**config.mk**
```make
export PLATFORM = sky130hd
export DESIGN_NAME = cci_mpf_shim_wro_afu_buf
export DESIGN_NICKNAME = d
export VERILOG_FILES = /design/src/rtl/cci_mpf_shim_wro_afu_buf.sv
export SDC_FILE = /design/constraint.sdc
export NUM_CORES = 1
export LEC_CHECK = 0
export BUFFER_PORTS_ARGS = -buffer_cell sky130_fd_sc_hd__buf_2
export CORE_ASPECT_RATIO = 2
export CORE_MARGIN = 10
export CORE_UTILIZATION = 25
export DETAILED_ROUTE_END_ITERATION = 8
export GPL_ROUTABILITY_DRIVEN = 0
export GPL_TIMING_DRIVEN = 0
export PLACE_DENSITY = 0.44
export SKIP_LAST_GASP = 1
export SLEW_MARGIN = 20
export SYNTH_ARGS = -nofsm -noshare
export SYNTH_HDL_FRONTEND = slang
export SYNTH_SLANG_ARGS = --single-unit
```
**constraint.sdc**
```tcl
create_clock -name clk -period 12.6 [get_ports clk]
set_input_delay 2.52 -clock clk [delete_from_list [all_inputs] [get_ports clk]]
set_output_delay 2.52 -clock clk [all_outputs]
set_load 0.01 [all_outputs]
```
**src/rtl/cci_mpf_shim_wro_afu_buf.sv**
```systemverilog
// cci_mpf_shim_wro_afu_buf
// Show-ahead request buffer between the AFU and the WRO filter stage.
// The AFU has no ready signal. It is throttled by almost_full, which is
// registered and leaves THRESHOLD slots of slack for requests already in flight.
// Optional build macro CCI_MPF_WRO_AFU_BUF_STATS_EN enables occupancy
// high-water tracking on max_occupancy. When the macro is undefined,
// max_occupancy is tied to 0.
module cci_mpf_shim_wro_afu_buf #(
   parameter int DATA_WIDTH = 128,
   parameter int N_ENTRIES  = 16,
   parameter int THRESHOLD  = 8
) (
   input  logic                           clk,
   input  logic                           reset,
   input  logic                           in_valid,
   input  logic [DATA_WIDTH-1:0]          in_data,
   output logic                           almost_full,
   output logic                           out_valid,
   output logic [DATA_WIDTH-1:0]          out_data,
   input  logic                           out_deq,
   output logic                           overflow,
   output logic                           underflow,
   output logic [$clog2(N_ENTRIES):0]     max_occupancy
);

   localparam int PTR_W = $clog2(N_ENTRIES);
   localparam int CNT_W = PTR_W + 1;
   localparam logic [CNT_W-1:0] FULL_CNT = CNT_W'(N_ENTRIES);
   // (N_ENTRIES - c) <= THRESHOLD is the same test as c >= N_ENTRIES - THRESHOLD.
   localparam logic [CNT_W-1:0] AF_LEVEL = CNT_W'(N_ENTRIES - THRESHOLD);

   logic [DATA_WIDTH-1:0] mem [N_ENTRIES];
   logic [PTR_W-1:0]      wr_ptr, rd_ptr;
   logic [CNT_W-1:0]      count, count_next;
   logic                  deq_ok, accept, drop, bad_deq;

   // A dequeue counts only when the head is valid.
   // A full buffer still accepts a write when a dequeue frees the slot in the same cycle.
   always_comb begin
      deq_ok  = out_deq & (count != '0);
      accept  = in_valid & ((count != FULL_CNT) | deq_ok);
      drop    = in_valid & (count == FULL_CNT) & ~deq_ok;
      bad_deq = out_deq & (count == '0);
      count_next = count;
      if (accept && !deq_ok)      count_next = count + CNT_W'(1);
      else if (!accept && deq_ok) count_next = count - CNT_W'(1);
   end

   // Show-ahead head, driven only from registered state (no write bypass).
   assign out_valid = (count != '0);
   assign out_data  = mem[rd_ptr];

   // The storage array has no reset. Stale entries are unreachable once count is cleared.
   always_ff @(posedge clk) begin
      if (accept) mem[wr_ptr] <= in_data;
   end

   // Pointers, count, registered almost_full and sticky error flags.
   always_ff @(posedge clk or posedge reset) begin
      if (reset) begin
         wr_ptr      <= '0;
         rd_ptr      <= '0;
         count       <= '0;
         almost_full <= 1'b0;
         overflow    <= 1'b0;
         underflow   <= 1'b0;
      end else begin
         if (accept) wr_ptr <= wr_ptr + PTR_W'(1);
         if (deq_ok) rd_ptr <= rd_ptr + PTR_W'(1);
         count       <= count_next;
         almost_full <= (count_next >= AF_LEVEL);
         if (drop)    overflow  <= 1'b1;
         if (bad_deq) underflow <= 1'b1;
      end
   end

`ifdef CCI_MPF_WRO_AFU_BUF_STATS_EN
   // High-water mark of occupancy, compared against the count for the next cycle.
   always_ff @(posedge clk or posedge reset) begin
      if (reset)                          max_occupancy <= '0;
      else if (count_next > max_occupancy) max_occupancy <= count_next;
   end
`else
   assign max_occupancy = '0;
`endif

endmodule

```
==> run summary <==
The run finished with clean final reports. The via count of the first global-routing pass came out at 41127. The number of buffers inserted by hold repair at cts came out at 0.

In this run the deepest clock path goes through 4 buffers. Traced cell by cell, the critical path runs through buf_2 -> buf_4 -> nor2b_1 -> buf_2 -> clkbuf_1 -> a22oi_1 -> nand2_1 -> buf_2. During I/O placement, the number of pins put on the boundary was 269. The synthesized-area fraction occupied by xor and xnor cells came out at 0.000898.

The floorplan step defined a die boundary enclosing 336000 um^2. The fraction of layout instances using a drive strength above 1 came out at 0.304. The required arrival time at the worst endpoint is 10.08 ns.

The effective utilization at floorplan is 0.251. The horizontal extent of the die is 415 um. The slowest stage of the critical path belongs to the cell clkbuf_1. The path class of the tightest hold or removal check is flip-flop to flip-flop. The post-CTS resize count came out at 0. For the worst setup path, the data arrival time is 4.64 ns. The buffer and inverter count on the worst path came out at 5. Of the total synthesized cell area, the portion taken by AND, OR, NAND and NOR gates is 0.00838.

TritonCTS built the clock tree. The number of buffers inserted during clock tree synthesis is 201. The count of yosys warnings during synthesis is 0. The initial antenna violation count came out at 62. The count of cell types in the netlist came out at 46. Counting flops with a built-in enable in the synthesized netlist gives 2048. The floorplan row count is 290. The kind of critical path is flip-flop to output pin. The number of filler instances in the final layout came out at 30251. At the end of the flow, the number of nets in the layout was 4218.

The cell seen most often among critical-path stages is buf_2. The global-route congestion overflow total came out at 0. The main combinational cell family by area after synthesis is multiplexers. Of the post-synthesis cell area, the dominant cell type holds 0.788. Entering global routing, the biggest net connects 18 pins. The H-tree was split into 4 levels. Dividing the synthesized area by the synthesized cell count gives 22.8 um^2.

Sorting the synthesized cells by how often they occur yields edfxtp_1, mux4_2, a22oi_1, mux2i_1. The share of cell area taken by muxes after synthesis came out at 0.146. For this run, the top clock speed supported by timing is 140 MHz.

The number of I/O port buffers is 262. The final-report hold violation count is 0. The async set-or-reset flop fraction in the synthesized netlist is 0.00775. The sink count of the clock tree is 2064.

For this run, the register share of the synthesized area comes to 0.793. The largest incremental delay on the critical path came out at 0.91 ns. On the final layout, the worst clock skew is 0.0922 ns. The clock-pin slew on the worst setup and hold paths is 0.06 ns. The synthesized-area fraction occupied by ao, oa, aoi and oai cells is 0.0360. The height of the die came out at 810 um. In the synthesized netlist the dominant register cell turns out to be edfxtp_1.

The peak supply drop is 0.000158 V. The via-per-instance ratio is 4.58. The post-route DRC violation count came out at 0.

The number of nets still failing antenna checks after routing is 0. The synthesis-to-finish area growth came out at 21.2%. After detailed routing, the average wire length per cell comes to 30.1 um.

Setup repair after global routing left no endpoint under its margin. In the final layout, the multi-input gates occupy 15200 um^2. The tree is rooted in a clkbuf_16. The insertion delay of the later-clocked pin in the worst-skew pair is 0.90 ns.

The half-perimeter wire length after placement came out at 176 mm. Setup violations remaining at the end of the flow were counted as 0. The first routing iteration left 2975 violations. For this design the static power due to leakage is 30.2 nW. The max-cap violation count came out at 0. edfxtp_1 is the most common cell in the netlist. The area of the mapped netlist came out at 78000 um^2. The final clock period utilization by the worst path came out at 0.568. The total power divided by cell area is 229 nW/um^2.

The utilization of the core after routing is 0.304. The worst setup path is launched from a flip-flop. The post-synthesis cell count came out at 3420. The post-synthesis sequential element count is 2064. The kind of end point of the critical path is an output pin. Summed over all instances, the cell type with the most area after synthesis is edfxtp_1. On the critical path the largest part of the delay comes from buffers and inverters. Before antenna repair, the detailed router went through 5 iterations. The post-synthesis adder-cell area fraction came out at 0.00112. The number of post-CTS setup repair buffers came out at 0.

For the pin with the worst max-slew slack, the measured transition is 1.17 ns. The global-route wire length before repair came out at 344 mm. In the final layout, flip-flops and latches occupy 61900 um^2.

The total global-route track usage is 0.145. In this run the tightest slew margin relative to its limit is 0.223. The count of pins over their slew limit came out at 0.

In this run the worst path has a maximum fanout of 10. The post-route minimum period came out at 7.16 ns. Adding up every negative setup slack in the final design gives 0 ns. The detailed-route wire length came out at 251 mm.

The final route contains 38074 vias. The core area is 311000 um^2. By area the synthesized netlist is led by edfxtp_1, mux4_2, a22oi_1.
## where the power goes
group,switching (mW),total (mW),internal (mW)
logic,4.64,7.48,2.84
clock network,2.62,5.83,3.22
registers,0.129,8.37,8.24
total,7.39,21.7,14.3
## worst register-to-register path: stages, from the launching register on
cell and delay, ns:
dfrtp_1 0.47, inv_1 0.07, ha_1 0.23, nor3b_2 0.21, a21boi_2 0.35, nand2_1 0.32, nor3_4 0.50, buf_8 0.24
buf_8 0.19, buf_8 0.17, buf_6 0.21, buf_16 0.16, buf_8 0.19, buf_8 0.19, buf_8 0.19
## through the flow
step	cell area, um^2	power (mW)	hold slack (ns)	worst slack, ns	std cells
floorplan	78100	12.6	0.512	3.32	3424
global placement	84500	16.3	0.459	-7.08	7774
detailed placement	88500	16.4	0.457	6.12	7964
CTS	94600	22.3	0.471	5.14	8305
global route	94600	22.7	0.493	5.24	8306
finish	94600	21.7	0.468	5.44	8315
## worst paths after layout
check                                      startpoint  slack [ns]  cells after the start               endpoint
max in group asynchronous                       reset       10.14                      2  wr_ptr[0]$_DFFE_PP0P_
worst min-delay path             overflow$_DFFE_PP0P_        0.47                      1   overflow$_DFFE_PP0P_
min in group asynchronous                       reset        1.87                      2  rd_ptr[1]$_DFFE_PP0N_
worst min register to register   overflow$_DFFE_PP0P_        0.47                      1   overflow$_DFFE_PP0P_
worst max register to register     count[0]$_DFF_PP0_        8.64                     14  mem[1][100]$_DFFE_PP_
worst max-delay path            rd_ptr[2]$_DFFE_PP0N_        5.44                      8          out_data[102]
## final cells by class
type / count / area share
clock inverters: 100 / 0.00970
diodes: 10 / 0.000264
multi-input cells: 1154 / 0.161
inverters: 7 / 0.000278
clock buffers: 241 / 0.0550
plain buffers: 199 / 0.0117
well taps: 4088 / 0.0541
flip-flops and latches: 2064 / 0.654
repair buffers: 452 / 0.0544
## placed cells by master, fill, tap and decap left out, types with 29 or more instances in the layout
master and instances:
buf_2 300, mux4_2 408, buf_4 29, clkbuf_1 117, a21o_1 45, clkinv_1 44
mux2i_1 120, edfxtp_1 2048, nand2_1 93, buf_6 34, buf_8 56, a22o_1 45
buf_12 71, mux2_2 36, buf_16 53, mux2_1 55, clkbuf_16 202, o22ai_1 45
a221oi_1 45, a22oi_1 175
## per-layer routing
metal	wire, um	track usage
met2	138000	0.280
met1	95700	0.165
met4	6020	0.0345
met3	10500	0.0243
met5	226	0
## registers in the layout, indices dropped and copies added (netlist names)
| register | flops |
|---|---|
| almost_full | 1 |
| count | 5 |
| mem | 2048 |
| overflow | 1 |
| rd_ptr | 4 |
| underflow | 1 |
| wr_ptr | 4 |
## logic make-up (layout without fill, tap and decap cells)
family / after synthesis / after routing
other: 1 / 15
adder cells (fa/ha/maj): 7 / 7
AO/OA/AOI/OAI: 367 / 367
multiplexers: 619 / 619
flip-flops: 2064 / 2064
XOR/XNOR: 8 / 8
AND/OR/NAND/NOR: 148 / 148
buffers and inverters: 206 / 999
(Power assumes the default switching activity.)
